==> src/rtl/sr_pulse_arbiter.sv <==
// sr_pulse_arbiter: arbitrates set/clear requests from two requesters onto the S/R inputs of
// an external SR latch. Each grant produces a PULSE_CYCLES-wide pulse on S or R, followed by a
// GAP_CYCLES recovery window with S=R=0. The latch Q is read back through a 2-flop synchronizer
// in the last gap cycle, and any mismatch raises a sticky err flag.
//
// Ports:
//   clk      - clock, rising edge
//   rst      - asynchronous active-high reset
//   set_req  - requester A: set the latch (held until set_ack)
//   clr_req  - requester B: clear the latch (held until clr_ack)
//   q_in     - latch Q readback, asynchronous to clk
//   S, R     - registered latch drive, never both high
//   set_ack  - one-cycle pulse in the first gap cycle after a set pulse
//   clr_ack  - one-cycle pulse in the first gap cycle after a clear pulse
//   busy     - high whenever the FSM is not in IDLE
//   err      - sticky readback mismatch flag, cleared only by rst
module sr_pulse_arbiter #(
  parameter int unsigned PULSE_CYCLES = 4,
  parameter int unsigned GAP_CYCLES   = 3
) (
  input  logic clk,
  input  logic rst,
  input  logic set_req,
  input  logic clr_req,
  input  logic q_in,
  output logic S,
  output logic R,
  output logic set_ack,
  output logic clr_ack,
  output logic busy,
  output logic err
);

  typedef enum logic [1:0] {IDLE, SET_P, CLR_P, GAP} state_t;

  localparam logic [3:0] PulseLoad = 4'(PULSE_CYCLES - 1);
  localparam logic [3:0] GapLoad   = 4'(GAP_CYCLES - 1);

  state_t     state;
  logic [3:0] cnt;
  logic       last_grant;  // 1: most recent grant was SET, 0: CLR
  logic       q_meta;
  logic       q_sync;
  logic       grant_set;

  // With both requests pending, alternate away from the previous grant.
  assign grant_set = set_req && (!clr_req || !last_grant);

  always_ff @(posedge clk or posedge rst) begin
    if (rst) begin
      state      <= IDLE;
      cnt        <= 4'd0;
      last_grant <= 1'b0;
      q_meta     <= 1'b0;
      q_sync     <= 1'b0;
      S          <= 1'b0;
      R          <= 1'b0;
      set_ack    <= 1'b0;
      clr_ack    <= 1'b0;
      busy       <= 1'b0;
      err        <= 1'b0;
    end else begin
      q_meta  <= q_in;
      q_sync  <= q_meta;
      set_ack <= 1'b0;
      clr_ack <= 1'b0;
      unique case (state)
        IDLE: begin
          if (set_req || clr_req) begin
            cnt        <= PulseLoad;
            busy       <= 1'b1;
            last_grant <= grant_set;
            if (grant_set) begin
              state <= SET_P;
              S     <= 1'b1;
            end else begin
              state <= CLR_P;
              R     <= 1'b1;
            end
          end
        end
        SET_P, CLR_P: begin
          // Requests are not looked at here, so a dropped request still gets a full pulse.
          if (cnt == 4'd0) begin
            state   <= GAP;
            cnt     <= GapLoad;
            S       <= 1'b0;
            R       <= 1'b0;
            set_ack <= (state == SET_P);
            clr_ack <= (state == CLR_P);
          end else begin
            cnt <= cnt - 4'd1;
          end
        end
        GAP: begin
          if (cnt == 4'd0) begin
            state <= IDLE;
            busy  <= 1'b0;
            // Q must have settled to the value implied by the operation just performed.
            if (q_sync != last_grant) begin
              err <= 1'b1;
            end
          end else begin
            cnt <= cnt - 4'd1;
          end
        end
        default: begin
          state <= IDLE;
          busy  <= 1'b0;
          S     <= 1'b0;
          R     <= 1'b0;
        end
      endcase
    end
  end

endmodule

==> config.mk <==
export PLATFORM = sky130hd
export DESIGN_NAME = sr_pulse_arbiter
export DESIGN_NICKNAME = d
export VERILOG_FILES = /design/src/rtl/sr_pulse_arbiter.sv
export SDC_FILE = /design/constraint.sdc
export NUM_CORES = 1
export LEC_CHECK = 0
export BUFFER_PORTS_ARGS = -buffer_cell sky130_fd_sc_hd__buf_4
export CAP_MARGIN = 5
export CORE_UTILIZATION = 55
export DETAILED_ROUTE_END_ITERATION = 10
export PLACE_DENSITY = 0.77
export SYNTH_ARGS = -nofsm -noshare
export SYNTH_HDL_FRONTEND = slang
export SYNTH_SLANG_ARGS = --single-unit
==> constraint.sdc <==
create_clock -name clk -period 3.05 [get_ports clk]
set_input_delay 0.4575 -clock clk [delete_from_list [all_inputs] [get_ports clk]]
set_output_delay 0.4575 -clock clk [all_outputs]
set_load 0.02 [all_outputs]
==> results of run 1 <==
[cell families after synthesis]
group	after synthesis
xor+xnor	2
fa+ha+maj	6
simple gates	17
mux	2
compound gates	24
buf+inv	6
flops	15
[where the power goes]
part	switching (W)	total, W	internal (W)
sequential	0.0000552	0.000325	0.000269
combinational	0.000289	0.000561	0.000271
clock	0.0000603	0.000111	0.0000509
[Yosys cell counts, drive strengths merged (2+ instances only)]
master and instances:
a211o 2, a21oi 6, and3 2, dfrtp 15, ha 6, inv 6
mux2 2, nand2 3, nor2 3, nor3b 2, o21ai 3, o2bb2ai 2
xnor2 2
[worst max-delay path, cell delays in order, from the launching register on]
cell and delay (ns):
dfrtp_1 0.39, inv_1 0.08, ha_1 0.40, or2_2 0.34
a21oi_1 0.21, mux2_2 0.37
[area by class of cell]
cell class                      count  area share
Inverter                            6      0.0245
Tap cell                           15      0.0204
Multi-Input combinational cell     51       0.436
Sequential cell                    15       0.409
Timing Repair Buffer               10      0.0817
Clock buffer                        4      0.0286
[sequential cells by signal (all words and copies together) (netlist names)]
name / count
state: 2
set_ack: 1
S: 1
last_grant: 1
clr_ack: 1
q_sync: 1
R: 1
cnt: 4
err: 1
busy: 1
q_meta: 1
[through the flow]
step | total power [W] | instances | setup slack (ns) | util
after floorplan | 0.000750 | 72 | 1.30 | -
after global placement | 0.000871 | 97 | 1.22 | 0.677
after detailed placement | 0.000884 | 97 | 1.17 | 0.677
after CTS | 0.000998 | 101 | 1.15 | 0.697
after global routing | 0.00108 | 101 | 1.05 | 0.697
final | 0.000996 | 101 | 1.15 | 0.697
[worst max path at each step]
stage / slack (ns) / end / cells after the start / start
final: 1.15 / state[0]$_DFFE_PP0P_ / 5 / state[0]$_DFFE_PP0P_
after global routing: 1.05 / state[0]$_DFFE_PP0P_ / 5 / state[0]$_DFFE_PP0P_
after CTS: 1.15 / state[0]$_DFFE_PP0P_ / 5 / state[0]$_DFFE_PP0P_
after detailed placement: 1.17 / state[0]$_DFFE_PP0P_ / 5 / state[0]$_DFFE_PP0P_
after global placement: 1.22 / state[1]$_DFFE_PP0P_ / 5 / state[0]$_DFFE_PP0P_
after floorplan: 1.30 / state[0]$_DFFE_PP0P_ / 5 / state[0]$_DFFE_PP0P_
[per-layer routing]
layer | track usage | share of wire
met1 | 0.302 | 0.51
met2 | 0.282 | 0.43
met3 | 0.0722 | 0.045
met4 | 0.155 | 0.0094
met5 | 0 | 0
==> run summary, run 1 <==
status -> complete, no violations
clk_lat worst skew -> 0.28 ns
VDD IR-drop max -> 0.610 mV
clock root cell -> clkbuf_4
GR Overflow Total -> 0
IO buf count -> 10
WHS -> 0.210 ns
Remaining DRCs -> 0
hold_buf cts -> 0
H-tree lvl count -> 1
max-cap viol count -> 0
Vias -> 574
CTS buffer count -> 3
dominant cell type by area after synthesis -> dfrtp_1
Max FO, Critical Path -> 9
Reg clk slew, reported paths -> 0.08 ns
worst min path class -> in -> async
Starting DRT DRC Count -> 12
initial antenna violation count -> 0
WP data required -> 3.22 ns
Initial Util -> 0.606
post-DR vias/cell -> 5.68
area of the multi-input gates -> 400 µm²
Syn Area/Cell -> 11.1 µm²
Synth top area share -> 0.470
DR pass1 iterations -> 4
CP Capture Type -> flip-flop
mux share of post-synthesis cell area -> 0.0282
antenna-violating nets left -> 0
largest net degree at the start of global routing -> 16
commonest non-fill, non-tap cell in the layout -> dfrtp_1
Final GP Congestion -> 0.760
post-route minimum period -> 1.90 ns
Die Wd -> 40.1 µm
DR WL/cell -> 13.7 µm
layout cell share with drive strength beyond 1 -> 0.221
Setup Fix Bufs, Post-CTS -> 0
complex-gate fraction of the synthesized area -> 0.213
EDFF count, synth -> 0
most frequent cells in the layout -> 15 x dfrtp_1, 10 x buf_4, 6 x a21oi_1, 6 x inv_1, 6 x ha_1
Post-synth top flop -> dfrtp_1
final instance area -> 918 µm²
top cells by area in the synthesized netlist -> dfrtp_1 47%, ha_1 9.4%, a21oi_1 3.8%
CTS sink count -> 15
num rows -> 13
period utilization -> 0.624
Synth async-reset ratio -> 1.00
pins over their slew limit -> 0
Longest Clk Path Bufs -> 2
Setup CP Type -> reg -> reg
Synth Cell Area -> 798 µm²
Leakage Power -> 0.421 nW
die area -> 0.00161 mm²
IO Pins -> 11
Synth warnings -> 0
worst r2r src -> state[0]$_DFFE_PP0P_
first-pass GRT wire length -> 2260 µm
Syn Inst Count -> 72
Slew @ Worst Pin -> 0.541 ns
PostCTS Resize Cnt -> 0
worst clock skew -> 0.00261 ns
Placed Area -> 892 µm²
Crit path arrival time -> 2.08 ns
Cell variety after synth -> 32
simple-gate share of the synthesized area -> 0.144
CP Launch Type -> flip-flop
nets -> 98
sequential share of the synthesized area -> 0.470
syn nets -> 83
Pwr Density -> 1080 mW/mm²
register area -> 375 µm²
slew margin rel. -> 0.639
RR Endpoint -> state[0]$_DFFE_PP0P_
FF-to-FF path depth -> 5
Reg2Reg Setup Slack -> 1.15 ns
Synth Area in XOR/XNOR -> 0.0219
Fill cells -> 95
area share of fa/ha/maj cells after synthesis -> 0.0940
largest family of logic cells by synthesized area -> compound AO/OA/AOI/OAI gates
vias in the first global route -> 517
core area -> 0.00132 mm²
fmax -> 0.525 GHz
setup total negative slack -> 0 ns
Fin. Hold Viols -> 0
Die Ht -> 40.1 µm
final setup vio count -> 0
GRT Total Usage -> 0.220
unrepaired setup endpoints after global routing -> no
diode count -> 0
total wire length -> 1390 µm
Area Overhead vs Synth -> 15.0%
Seq cells post-synth -> 15
Final HPWL DP -> 1030 µm
CTS tree -> yes
No activity file was read; power rests on OpenSTA's default activity.
==> inputs of run 2 (changes only) <==
CORE_UTILIZATION = 54   (was 55)
PLACE_DENSITY = 0.76   (was 0.77)
clock period = 1.85 ns   (was 3.05 ns; I/O delays follow)
==> run summary, run 2 (synthesis results as in run 1) <==
WP data required -> 2.03 ns
Total Power -> 0.00172 W
Reg2Reg Setup Slack -> 0.12 ns
DR pass1 iterations -> 4
fmax -> 0.577 GHz
Final GP Congestion -> 0.759
slew margin rel. -> 0.635
Fill cells -> 111
WHS -> 0.0336 ns
FF-to-FF path depth -> 5
Remaining DRCs -> 0
first-pass GRT wire length -> 2370 µm
final worst slack -> 0.116 ns
CP Capture Type -> flip-flop
IO Pins -> 11
area of the multi-input gates -> 404 µm²
commonest non-fill, non-tap cell in the layout -> dfrtp_1
dpl ws -> 0.0983 ns
Max FO, Critical Path -> 8
num rows -> 13
Crit path arrival time -> 1.91 ns
Starting DRT DRC Count -> 9
Die Ht -> 40.5 µm
RR Endpoint -> R$_DFFE_PP0P_
worst r2r src -> state[0]$_DFFE_PP0P_
post-DR vias/cell -> 5.95
initial antenna violation count -> 0
Setup CP Type -> reg -> reg
H-tree lvl count -> 1
clock root cell -> clkbuf_4
VDD IR-drop max -> 1.09 mV
GR Overflow Total -> 0
Final HPWL DP -> 1190 µm
worst min path class -> in -> async
post-route minimum period -> 1.73 ns
vias in the first global route -> 539
Pwr Density -> 1820 mW/mm²
most frequent cells in the layout -> 15 x dfrtp_1, 13 x buf_4, 6 x inv_1, 6 x ha_1, 5 x a21oi_1
GRT Total Usage -> 0.235
nets -> 101
antenna-violating nets left -> 0
hold_buf cts -> 0
Fin. Hold Viols -> 0
setup total negative slack -> 0 ns
CTS buffer count -> 3
core area -> 0.00133 mm²
unrepaired setup endpoints after global routing -> no
pins over their slew limit -> 0
period utilization -> 0.937
die area -> 0.00164 mm²
final setup vio count -> 0
Initial Util -> 0.598
largest net degree at the start of global routing -> 16
Die Wd -> 40.5 µm
Slew @ Worst Pin -> 0.547 ns
layout cell share with drive strength beyond 1 -> 0.270
Leakage Power -> 0.439 nW
CTS sink count -> 15
worst clock skew -> 0.00567 ns
DR WL/cell -> 14.6 µm
status -> complete, no violations
clk_lat worst skew -> 0.29 ns
Area Overhead vs Synth -> 18.5%
CTS tree -> yes
max FFs per register -> 4
diode count -> 0
register area -> 375 µm²
Reg clk slew, reported paths -> 0.09 ns
Longest Clk Path Bufs -> 2
Largest regs -> cnt: 4 flops, state: 2 flops
max-cap viol count -> 0
IO buf count -> 10
CP Launch Type -> flip-flop
Vias -> 619
Top reg by flops -> cnt
total wire length -> 1520 µm
## run 2: cell count changes in the layout (fill, tap and decap cells not counted), sizes merged
| cell | previous run | this run |
|---|---|---|
| clkbuf | 4 | 3 |
| buf | 10 | 13 |
| clkinv | 0 | 1 |
## run 2: layout make-up
class / instances / share of cell area
Sequential cell: 15 / 0.397
Timing Repair Buffer: 13 / 0.103
Clock buffer: 3 / 0.0238
Clock inverter: 1 / 0.00529
Tap cell: 15 / 0.0198
Inverter: 6 / 0.0238
Multi-Input combinational cell: 51 / 0.427
## run 2: critical path: stages (launching register included)
cell	delay, ns
dfrtp_1	0.41
inv_1	0.08
ha_1	0.30
and2_1	0.24
a211o_1	0.31
a211o_1	0.29
## run 2: report_power, final
| group | internal, W | switching (W) |
|---|---|---|
| Sequential | 0.000444 | 0.0000965 |
| Combinational | 0.000496 | 0.000497 |
| Clock | 0.0000804 | 0.000107 |
| Total | 0.00102 | 0.000701 |
## run 2: stage by stage
step,area (µm²),cells,util
floorplan,798,72,-
global placement,915,100,0.686
detailed placement,915,100,0.686
CTS,942,104,0.706
global route,946,104,0.709
finish,946,104,0.709
## run 2: how the worst max path moves through the flow
| stage | from | endpoint | slack [ns] | cells past startpoint |
|---|---|---|---|---|
| 3_5_place_dp | cnt[0]$_DFFE_PP0P_ | state[1]$_DFFE_PP0P_ | 0.1 | 5 |
| 4_1_cts | cnt[0]$_DFFE_PP0P_ | state[1]$_DFFE_PP0P_ | 0.09 | 5 |
| 5_1_grt | state[0]$_DFFE_PP0P_ | R$_DFFE_PP0P_ | 0.01 | 5 |
| 2_1_floorplan | state[0]$_DFFE_PP0P_ | state[0]$_DFFE_PP0P_ | 0.1 | 5 |
| 3_3_place_gp | state[0]$_DFFE_PP0P_ | state[0]$_DFFE_PP0P_ | 0.12 | 5 |
| 6_report | state[0]$_DFFE_PP0P_ | R$_DFFE_PP0P_ | 0.12 | 5 |
## run 2: what timing repair did
item	CTS	global route
setup endpoints to repair	0	1
setup buffers	0	0
resized for setup	0	1
## run 2: layer usage
| layer | up-vias | wire [µm] | GRT usage | share of wire |
|---|---|---|---|---|
| met5 | - | 0 | 0 | 0 |
| met4 | 0 | 39 | 0.150 | 0.026 |
| met3 | 4 | 53 | 0.0500 | 0.035 |
| met2 | 13 | 716 | 0.369 | 0.47 |
| met1 | 304 | 711 | 0.290 | 0.47 |
| li1 | 298 | - | - | - |
